[config.mk]
export PLATFORM = sky130hd
export DESIGN_NAME = jt6295_decim_flat
export DESIGN_NICKNAME = d
export VERILOG_FILES = /design/src/rtl/jt6295_pkg.sv /design/src/rtl/jt6295_decim_if.sv /design/src/rtl/jt6295_decim_comb.sv /design/src/rtl/jt6295_decim.sv /design/src/flat_wrapper.sv
export SDC_FILE = /design/constraint.sdc
export NUM_CORES = 1
export LEC_CHECK = 0
export ABC_CLOCK_PERIOD_IN_PS = 15900
export CAP_MARGIN = 20
export CORE_MARGIN = 8
export CORE_UTILIZATION = 40
export CTS_BUF_LIST = sky130_fd_sc_hd__clkbuf_16
export CTS_CLUSTER_DIAMETER = 60
export DETAILED_ROUTE_END_ITERATION = 8
export PLACE_DENSITY = 0.56
export SLEW_MARGIN = 20
export SYNTH_ARGS = -nofsm -noshare
export SYNTH_HDL_FRONTEND = slang
export SYNTH_SLANG_ARGS = --single-unit
[constraint.sdc]
create_clock -name clk -period 15.9 [get_ports clk]
set_input_delay 1.59 -clock clk [delete_from_list [all_inputs] [get_ports clk]]
set_output_delay 1.59 -clock clk [all_outputs]
set_load 0.02 [all_outputs]
[src/rtl/jt6295_pkg.sv]
// jt6295_pkg: shared constants for the JT6295 CIC decimator.
// Holds default CIC geometry and the internal-width derivation.
package jt6295_pkg;

    localparam int DEF_INW  = 14;
    localparam int DEF_OUTW = 14;
    localparam int DEF_RATE = 4;
    localparam int DEF_M    = 4;
    localparam int DEF_N    = 2;

    // Bit growth of an N-stage CIC is N*log2(R*M) above the input width.
    function automatic int calc_w(int inw, int n, int rate, int m);
        return inw + n * $clog2(rate * m);
    endfunction

    localparam int DEF_CALCW = calc_w(DEF_INW, DEF_N, DEF_RATE, DEF_M);
    localparam int OUT_SHIFT = DEF_CALCW - DEF_OUTW;

endpackage

[src/rtl/jt6295_decim_if.sv]
// jt6295_decim_if: sample-stream bundle between a cen4-rate source
// and the decimator (enables, input sample, decimated output + strobe).
interface jt6295_decim_if
    import jt6295_pkg::*;
#(
    parameter int INW  = DEF_INW,
    parameter int OUTW = DEF_OUTW
);
    logic                   cen4;
    logic                   cen;
    logic signed [INW-1:0]  sound_in;
    logic signed [OUTW-1:0] sound_out;
    logic                   sample;

    modport master (
        output cen4, cen, sound_in,
        input  sound_out, sample
    );

    modport slave (
        input  cen4, cen, sound_in,
        output sound_out, sample
    );
endinterface

[src/rtl/jt6295_decim_comb.sv]
// jt6295_decim_comb: one CIC comb stage, an M-deep delay line and a
// subtractor, both advancing only on the decimated strobe.
module jt6295_decim_comb
    import jt6295_pkg::*;
#(
    parameter int W = DEF_CALCW,
    parameter int m = DEF_M
) (
    input  logic                clk,
    input  logic                rst,
    input  logic                en,
    input  logic signed [W-1:0] din,
    output logic signed [W-1:0] dout
);
    logic signed [W-1:0] dly [0:m-1];

    // Difference against the input seen m strobes ago; shift the history.
    always_ff @(posedge clk or posedge rst) begin
        if (rst) begin
            dout <= '0;
            for (int k = 0; k < m; k++) dly[k] <= '0;
        end else if (en) begin
            dout   <= din - dly[m-1];
            dly[0] <= din;
            for (int k = 1; k < m; k++) dly[k] <= dly[k-1];
        end
    end
endmodule

[src/rtl/jt6295_decim.sv]
// jt6295_decim: 2-stage CIC decimator, cen4 rate down to cen rate (R=4).
// Macro JT6295_DECIM_ROUND_EN selects round-half-up plus saturation.
module jt6295_decim
    import jt6295_pkg::*;
#(
    parameter int INW  = DEF_INW,
    parameter int OUTW = DEF_OUTW,
    parameter int rate = DEF_RATE,
    parameter int m    = DEF_M,
    parameter int n    = DEF_N
) (
    input  logic          clk,
    input  logic          rst,
    jt6295_decim_if.slave bus
);
    localparam int CALCW = calc_w(INW, n, rate, m);
    localparam int SHIFT = CALCW - OUTW;

    logic signed [CALCW-1:0] i1, i2, x;
    logic [n:0][CALCW-1:0]   chain;
    logic [CALCW-1:0]        c2;
    logic [OUTW-1:0]         out_next;
    logic [OUTW-1:0]         dout;
    logic                    smp;
    logic                    strobe;

    // cen only counts when it lines up with an input sample
    assign strobe = bus.cen & bus.cen4;

    // Integrators run at the input rate; i2 accumulates the old i1.
    always_ff @(posedge clk or posedge rst) begin
        if (rst) begin
            i1 <= '0;
            i2 <= '0;
        end else if (bus.cen4) begin
            i1 <= i1 + {{(CALCW-INW){bus.sound_in[INW-1]}}, bus.sound_in};
            i2 <= i2 + i1;
        end
    end

    // Decimation: grab the integrator output on each slow strobe.
    always_ff @(posedge clk or posedge rst) begin
        if (rst) x <= '0;
        else if (strobe) x <= i2;
    end

    assign chain[0] = x;

    for (genvar k = 0; k < n; k++) begin : g_comb
        jt6295_decim_comb #(.W(CALCW), .m(m)) u_comb (
            .clk  (clk),
            .rst  (rst),
            .en   (strobe),
            .din  (chain[k]),
            .dout (chain[k+1])
        );
    end

    assign c2 = chain[n];

`ifdef JT6295_DECIM_ROUND_EN
    localparam logic [CALCW:0] HALF = (CALCW+1)'(1) << (SHIFT-1);

    logic [CALCW:0] rnd;
    logic [OUTW:0]  shf;
    logic           unused_lsb;

    assign rnd        = {c2[CALCW-1], c2} + HALF;
    assign shf        = rnd[CALCW -: OUTW+1];
    assign unused_lsb = ^rnd[SHIFT-1:0];

    // Clamp when the extra guard bit disagrees with the output sign bit.
    always_comb begin
        out_next = shf[OUTW-1:0];
        if (shf[OUTW] != shf[OUTW-1])
            out_next = {shf[OUTW], {(OUTW-1){~shf[OUTW]}}};
    end
`else
    logic unused_lsb;

    assign out_next   = c2[CALCW-1 -: OUTW];
    assign unused_lsb = ^c2[SHIFT-1:0];
`endif

    // Output register and one-clk sample strobe.
    always_ff @(posedge clk or posedge rst) begin
        if (rst) begin
            dout <= '0;
            smp  <= 1'b0;
        end else begin
            smp <= strobe;
            if (strobe) dout <= out_next;
        end
    end

    assign bus.sound_out = dout;
    assign bus.sample    = smp;
endmodule

[src/flat_wrapper.sv]
// flat-port wrapper written by rule: the top's interface ports become plain ports
module jt6295_decim_flat import jt6295_pkg::*;
#(
    parameter int INW  = DEF_INW,
    parameter int OUTW = DEF_OUTW,
    parameter int rate = DEF_RATE,
    parameter int m    = DEF_M,
    parameter int n    = DEF_N
)
  (clk, rst, bus_cen4, bus_cen, bus_sound_in, bus_sound_out, bus_sample);
  jt6295_decim_if #(.INW(INW), .OUTW(OUTW)) bus_i ();
  input  logic clk;
  input  logic rst;
  input wire logic [$bits(bus_i.cen4)-1:0] bus_cen4;
  input wire logic [$bits(bus_i.cen)-1:0] bus_cen;
  input wire logic [$bits(bus_i.sound_in)-1:0] bus_sound_in;
  output wire logic [$bits(bus_i.sound_out)-1:0] bus_sound_out;
  output wire logic [$bits(bus_i.sample)-1:0] bus_sample;
  assign bus_i.cen4 = bus_cen4;
  assign bus_i.cen = bus_cen;
  assign bus_i.sound_in = bus_sound_in;
  assign bus_sound_out = bus_i.sound_out;
  assign bus_sample = bus_i.sample;
  jt6295_decim #(.INW(INW), .OUTW(OUTW), .rate(rate), .m(m), .n(n)) u_core (.clk(clk), .rst(rst), .bus(bus_i));
endmodule
Word-level counts from Yosys, hierarchy flattened
Index checks and enable logic that the tools add are counted.
Cells by class
  bitwise gates (word level): 1
  $add $sub $neg: 4
Operators by type and width (count)
  adder 22 bit: 2
  subtractor 22 bit: 2
  AND 1 bit: 1
Word-level totals
  register bits: 301

Depth between registers and ports, before layout
  depth in word-level cells: 1
  depth in mapped cells: 12

Cells and area by module
From an unflattened synthesis, not the netlist that was laid out.
Second synthesis, totals
  cell total of the unflattened synthesis: 1375
  area, all modules: 15521.1 um^2
Modules (own cells, without submodules)
  jt6295_decim_comb: cells each 444, area each 5176.2 um^2, instances 2, sequential area each 2752.6 um^2
  jt6295_decim: cells each 487, area each 5168.7 um^2, instances 1, sequential area each 2026.9 um^2

Worst setup path after synthesis
OpenSTA, ideal clock, no wires.
  kind: input to register
  from: input bus_sound_in[0]
  to: register u_core.i1[16]
  arrival time: 3.612 ns
  setup slack: 12.163 ns
  setup time: 0.125 ns
  stages: 11
  data required time: 15.775 ns
  cells stage by stage: ha_1 inv_1 fa_1 nor2b_1 o21ai_1 a21boi_1 o21ai_1 a31oi_1 a311oi_1 xnor2_1 mux2_2
On the way
  word-level cells in the longest chain between the ends: 1
RTL lines
  from (decl): RTL line flat_wrapper.sv:16  | input wire logic [$bits(bus_i.sound_in)-1:0] bus_sound_in;
  adder 22 bit: RTL line jt6295_decim.sv:36  | i1 <= i1 + {{(CALCW-INW){bus.sound_in[INW-1]}}, bus.sound_in};
  to (signal assigned): RTL line jt6295_decim.sv:36
  to (decl): RTL line jt6295_decim.sv:19  | logic signed [CALCW-1:0] i1, i2, x;
Every way passes these cells.
A chain may end at the register's enable or synchronous reset.

Worst setup path after layout
  from: input bus_cen4
  to: register u_core.g_comb[0].u_comb.dly[20] (netlist name)
On the way
  word-level cells in the longest chain between the ends: 1
RTL lines
  from (decl): RTL line flat_wrapper.sv:14  | input wire logic [$bits(bus_i.cen4)-1:0] bus_cen4;
  AND 1 bit: RTL line jt6295_decim.sv:28  | assign strobe = bus.cen & bus.cen4;
  to (decl): RTL line jt6295_decim_comb.sv:15  | logic signed [W-1:0] dly [0:m-1];
Every way passes these cells.

==> impl_metrics.csv <==
group,metric,value,unit
outcome,run_status,"finished, final reports clean",
detailed_routing,vias,10100,
placed_design,dp_hpwl,17.3,mm
sta,finalCritPeriodShare,0.262,
sta,finalHoldViolCount,0,
die,start_util,0.407,
clock_network,post-cts-setup-buffers,0,
setup_path,endpoint_kind,"flop",
setup_path,required,16310,ps
layout,regArea,0.00733,mm²
clock_network,clk_latency,560,ps
detailed_routing,ant_nets,0,
min_path,min_to,"u_core.g_comb[0].u_comb.dly[54]",
global_route,top_usage_layer,"met2",
die,die_h,206,µm
global_route,use_met2,0.200,
layout,layout.nets,1709,
flow_run,maxCapViolCount,0,
die,boundaryPins,33,
setup_path,path_max_fanout,92,
detailed_routing,wire_per_inst,12.8,µm
layout,drive_gt1_frac,0.0638,
setup_path,path_cells,"buf_2, buf_4, nand2_4, inv_6, buf_4, buf_4, o21ai_0",
pwr,ir_drop,89.8,µV
setup_path,path_common_cell,"buf_4",
global_route,grt_max_degree,93,
global_route,grt_pass1_wl,47.4,mm
synthesis,ys_warn_count,0,
layout,syn2layout_area_growth,12.7,%
synthesis,yosysSeqAreaShare,0.507,
clock_network,htreeDepth,1,
synthesis,netlist_area,0.0145,mm²
synthesis,synth_edf_count,0,
sta,fin_ws,11740,ps
clock_network,clock_sinks,293,
setup_path,reg2reg_slack,12890,ps
setup_path,reg2reg_depth,12,
clock_network,cts_hold_buf,0,
sta,slew_headroom,0.362,
setup_path,worst_setup_path_start_kind,"primary input",
layout,num-fill-cells,3499,
die,dieArea,0.0425,mm²
synthesis,avgSynthCellArea,9.09,µm²
sta,timing.final.setup_violations,0,
setup_path,criticalPathCategory,"primary input to flop",
global_route,grtUsageMet3,0.0226,
min_path,min-delay-start,"u_core.g_comb[0].u_comb.dly[76]",
global_route,antenna_found_initial,0,
synthesis,ys_ff_latch,293,
detailed_routing,drcViolationCount,0,
placed_design,finalWeightedCongestion,0.764,
setup_path,r2r-end,"u_core.g_comb[0].u_comb.dout[18]",
synthesis,synth_nets,1697,
setup_path,worst_path_max_delay_cell,"buf_4",
sta,max_freq,240,MHz
clock_network,ctsRootBufferMaster,"clkbuf_16",
detailed_routing,drtPass1Iterations,7,
sta,fin_setup_tns,0,ps
clock_network,clkTransAtPathRegs,60,ps
layout,multi_input_area,0.00665,mm²
setup_path,cp.arrival,4570,ps
sta,worst_pin_slew,957,ps
synthesis,yosys.cell_types.count,71,
die,fp.dieW,206,µm
detailed_routing,routed_wl,26.7,mm
sta,skew,14.7,ps
pwr,power.leakage,0.00811,µW
sta,rsz0062_at_grt,"false",
global_route,first_global_vias,9701,
global_route,gr-total-overflow,0,
setup_path,timing.rr.start,"u_core.x[0]",
clock_network,cts_resized,0,
pwr,power_density,212,mW/mm²
global_route,gr-usage-met1,0.190,
layout,diodes,0,
setup_path,cpPeakStageDelay,800,ps
setup_path,crit_start,"bus_cen4",
clock_network,max-clock-path-buffers,3,
setup_path,critPathTopFamily,"buffers and inverters",
sta,drv_slew,0,
die,coreArea,0.0356,mm²
clock_network,cts_tree,"done",
clock_network,numCtsBuffers,31,
min_path,worstHoldPathCells,2,
placed_design,io_buffers,32,
placed_design,dpl_worst_slack,11160,ps
detailed_routing,drtIter0Drc,559,
setup_path,path_buf_inv,5,
synthesis,synthArstFlopShare,1.00,
global_route,track_usage,0.130,
die,rows,69,
synthesis,postSynthCellCount,1593,
sta,fin_crit,4160,ps
min_path,hp-class,"flop to flop",
synthesis,synthFlopType,"dfrtp_1",
detailed_routing,via_per_inst,4.84,
-- kinds of logic (layout without fill, tap and decap cells) --
logic type,count (synthesis),count (layout),share of synthesized area
compound gates,274,274,0.122
fa+ha+maj,86,86,0.0759
simple gates,710,710,0.197
xor+xnor,62,62,0.0375
mux,35,35,0.0270
buf+inv,133,169,0.0345
flops,293,293,0.507
-- layout make-up --
type	instances	area share
inverter	71	0.0171
multi-input combinational	1167	0.408
timing repair buffer	41	0.0235
sequential	293	0.449
clock buffer	31	0.0475
clock inverter	26	0.0198
tap	461	0.0353
-- state kept, by name (all words and copies together), names as in the netlist --
signal,cells
u_core.g_comb.u_comb.dly,176
u_core.i1,22
u_core.bus.sample,1
u_core.i2,22
u_core.x,22
u_core.g_comb.u_comb.dout,36
u_core.bus.sound_out,14
-- power breakdown --
part	total, µW	switching, µW	internal [µW]
sequential	1200	178	1020
clock	773	292	481
combinational	1490	794	694
-- tightest hold or removal path: stages, from the launching register on --
cell	delay, ps
dfrtp_1	340
nand2_1	50
nand2_1	40
-- Yosys cell counts (all sizes together) (3+ instances only) --
library cell,instances,area [µm²]
a2111oi,3,51.3
a211o,4,35.0
a211oi,8,60.1
a21boi,4,30.0
a21o,32,240
a21oi,46,234
a221o,3,30.0
a31o,3,26.3
a31oi,11,68.8
a41oi,3,33.8
and2,3,18.8
and3,6,42.5
buf,7,26.3
clkbuf,55,206
dfrtp,293,7330
fa,3,60.1
ha,83,1040
inv,70,263
mux2,32,360
mux2i,3,30.0
nand2,622,2330
nand2b,8,50.1
nand3,9,45.0
nor2,20,75.1
nor2b,10,62.6
nor3,7,35.0
nor3b,6,45.0
nor4b,3,26.3
o211ai,3,22.5
o21a,8,60.1
o21ai,109,549
o21bai,6,45.0
o311ai,3,26.3
o31ai,6,45.0
or3,5,31.3
xnor2,41,359
xor2,21,184
-- metrics by stage --
stage	cell area [µm²]	utilization	power (µW)	hold WS (ps)	instances
floorplan	14500	-	2380	438	1593
global placement	15200	0.428	2670	442	2033
detailed placement	15200	0.428	2710	449	2033
CTS	16300	0.459	3510	456	2090
global route	16300	0.459	3780	475	2090
finish	16300	0.459	3460	453	2090
-- per-layer routing --
layer / share of wire / wire [µm]
met4: 0.014 / 365
met1: 0.52 / 13900
met2: 0.43 / 11400
met3: 0.040 / 1060
met5: 0 / 0
-- worst max-delay path by stage --
stage / to / slack [ps] / cells after the start
3_5_place_dp: u_core.g_comb[0].u_comb.dly[17] / 11160 / 7
5_1_grt: u_core.g_comb[0].u_comb.dly[20] / 11390 / 7
2_1_floorplan: u_core.bus.sample / 6220 / 1
6_report: u_core.g_comb[0].u_comb.dly[20] / 11740 / 7
4_1_cts: u_core.g_comb[0].u_comb.dly[20] / 11740 / 7
3_3_place_gp: u_core.g_comb[1].u_comb.dly[18] / 11150 / 7
-- layout by cell type, fill, tap and decap left out, types with 4 or more instances in the layout --
master           count
a211o_1              4
a211oi_1             8
a21o_1              32
a21oi_1             45
a31oi_1             11
and3_1               5
buf_4                9
bufinv_16            8
clkbuf_16           31
clkdlybuf4s50_1     31
clkinv_1             9
clkinv_2             5
dfrtp_1            293
ha_1                83
inv_1               71
mux2_2              31
nand2_1            621
nand2b_1             8
nand3_1              9
nor2_1              20
nor2b_1             10
nor3_1               7
nor3b_1              6
o21a_1               8
o21ai_0            104
o21ai_1              4
o21bai_1             6
o31ai_1              6
or3_1                5
xnor2_1             41
xor2_1              21
Note: power is estimated with default switching activity, not from simulation.
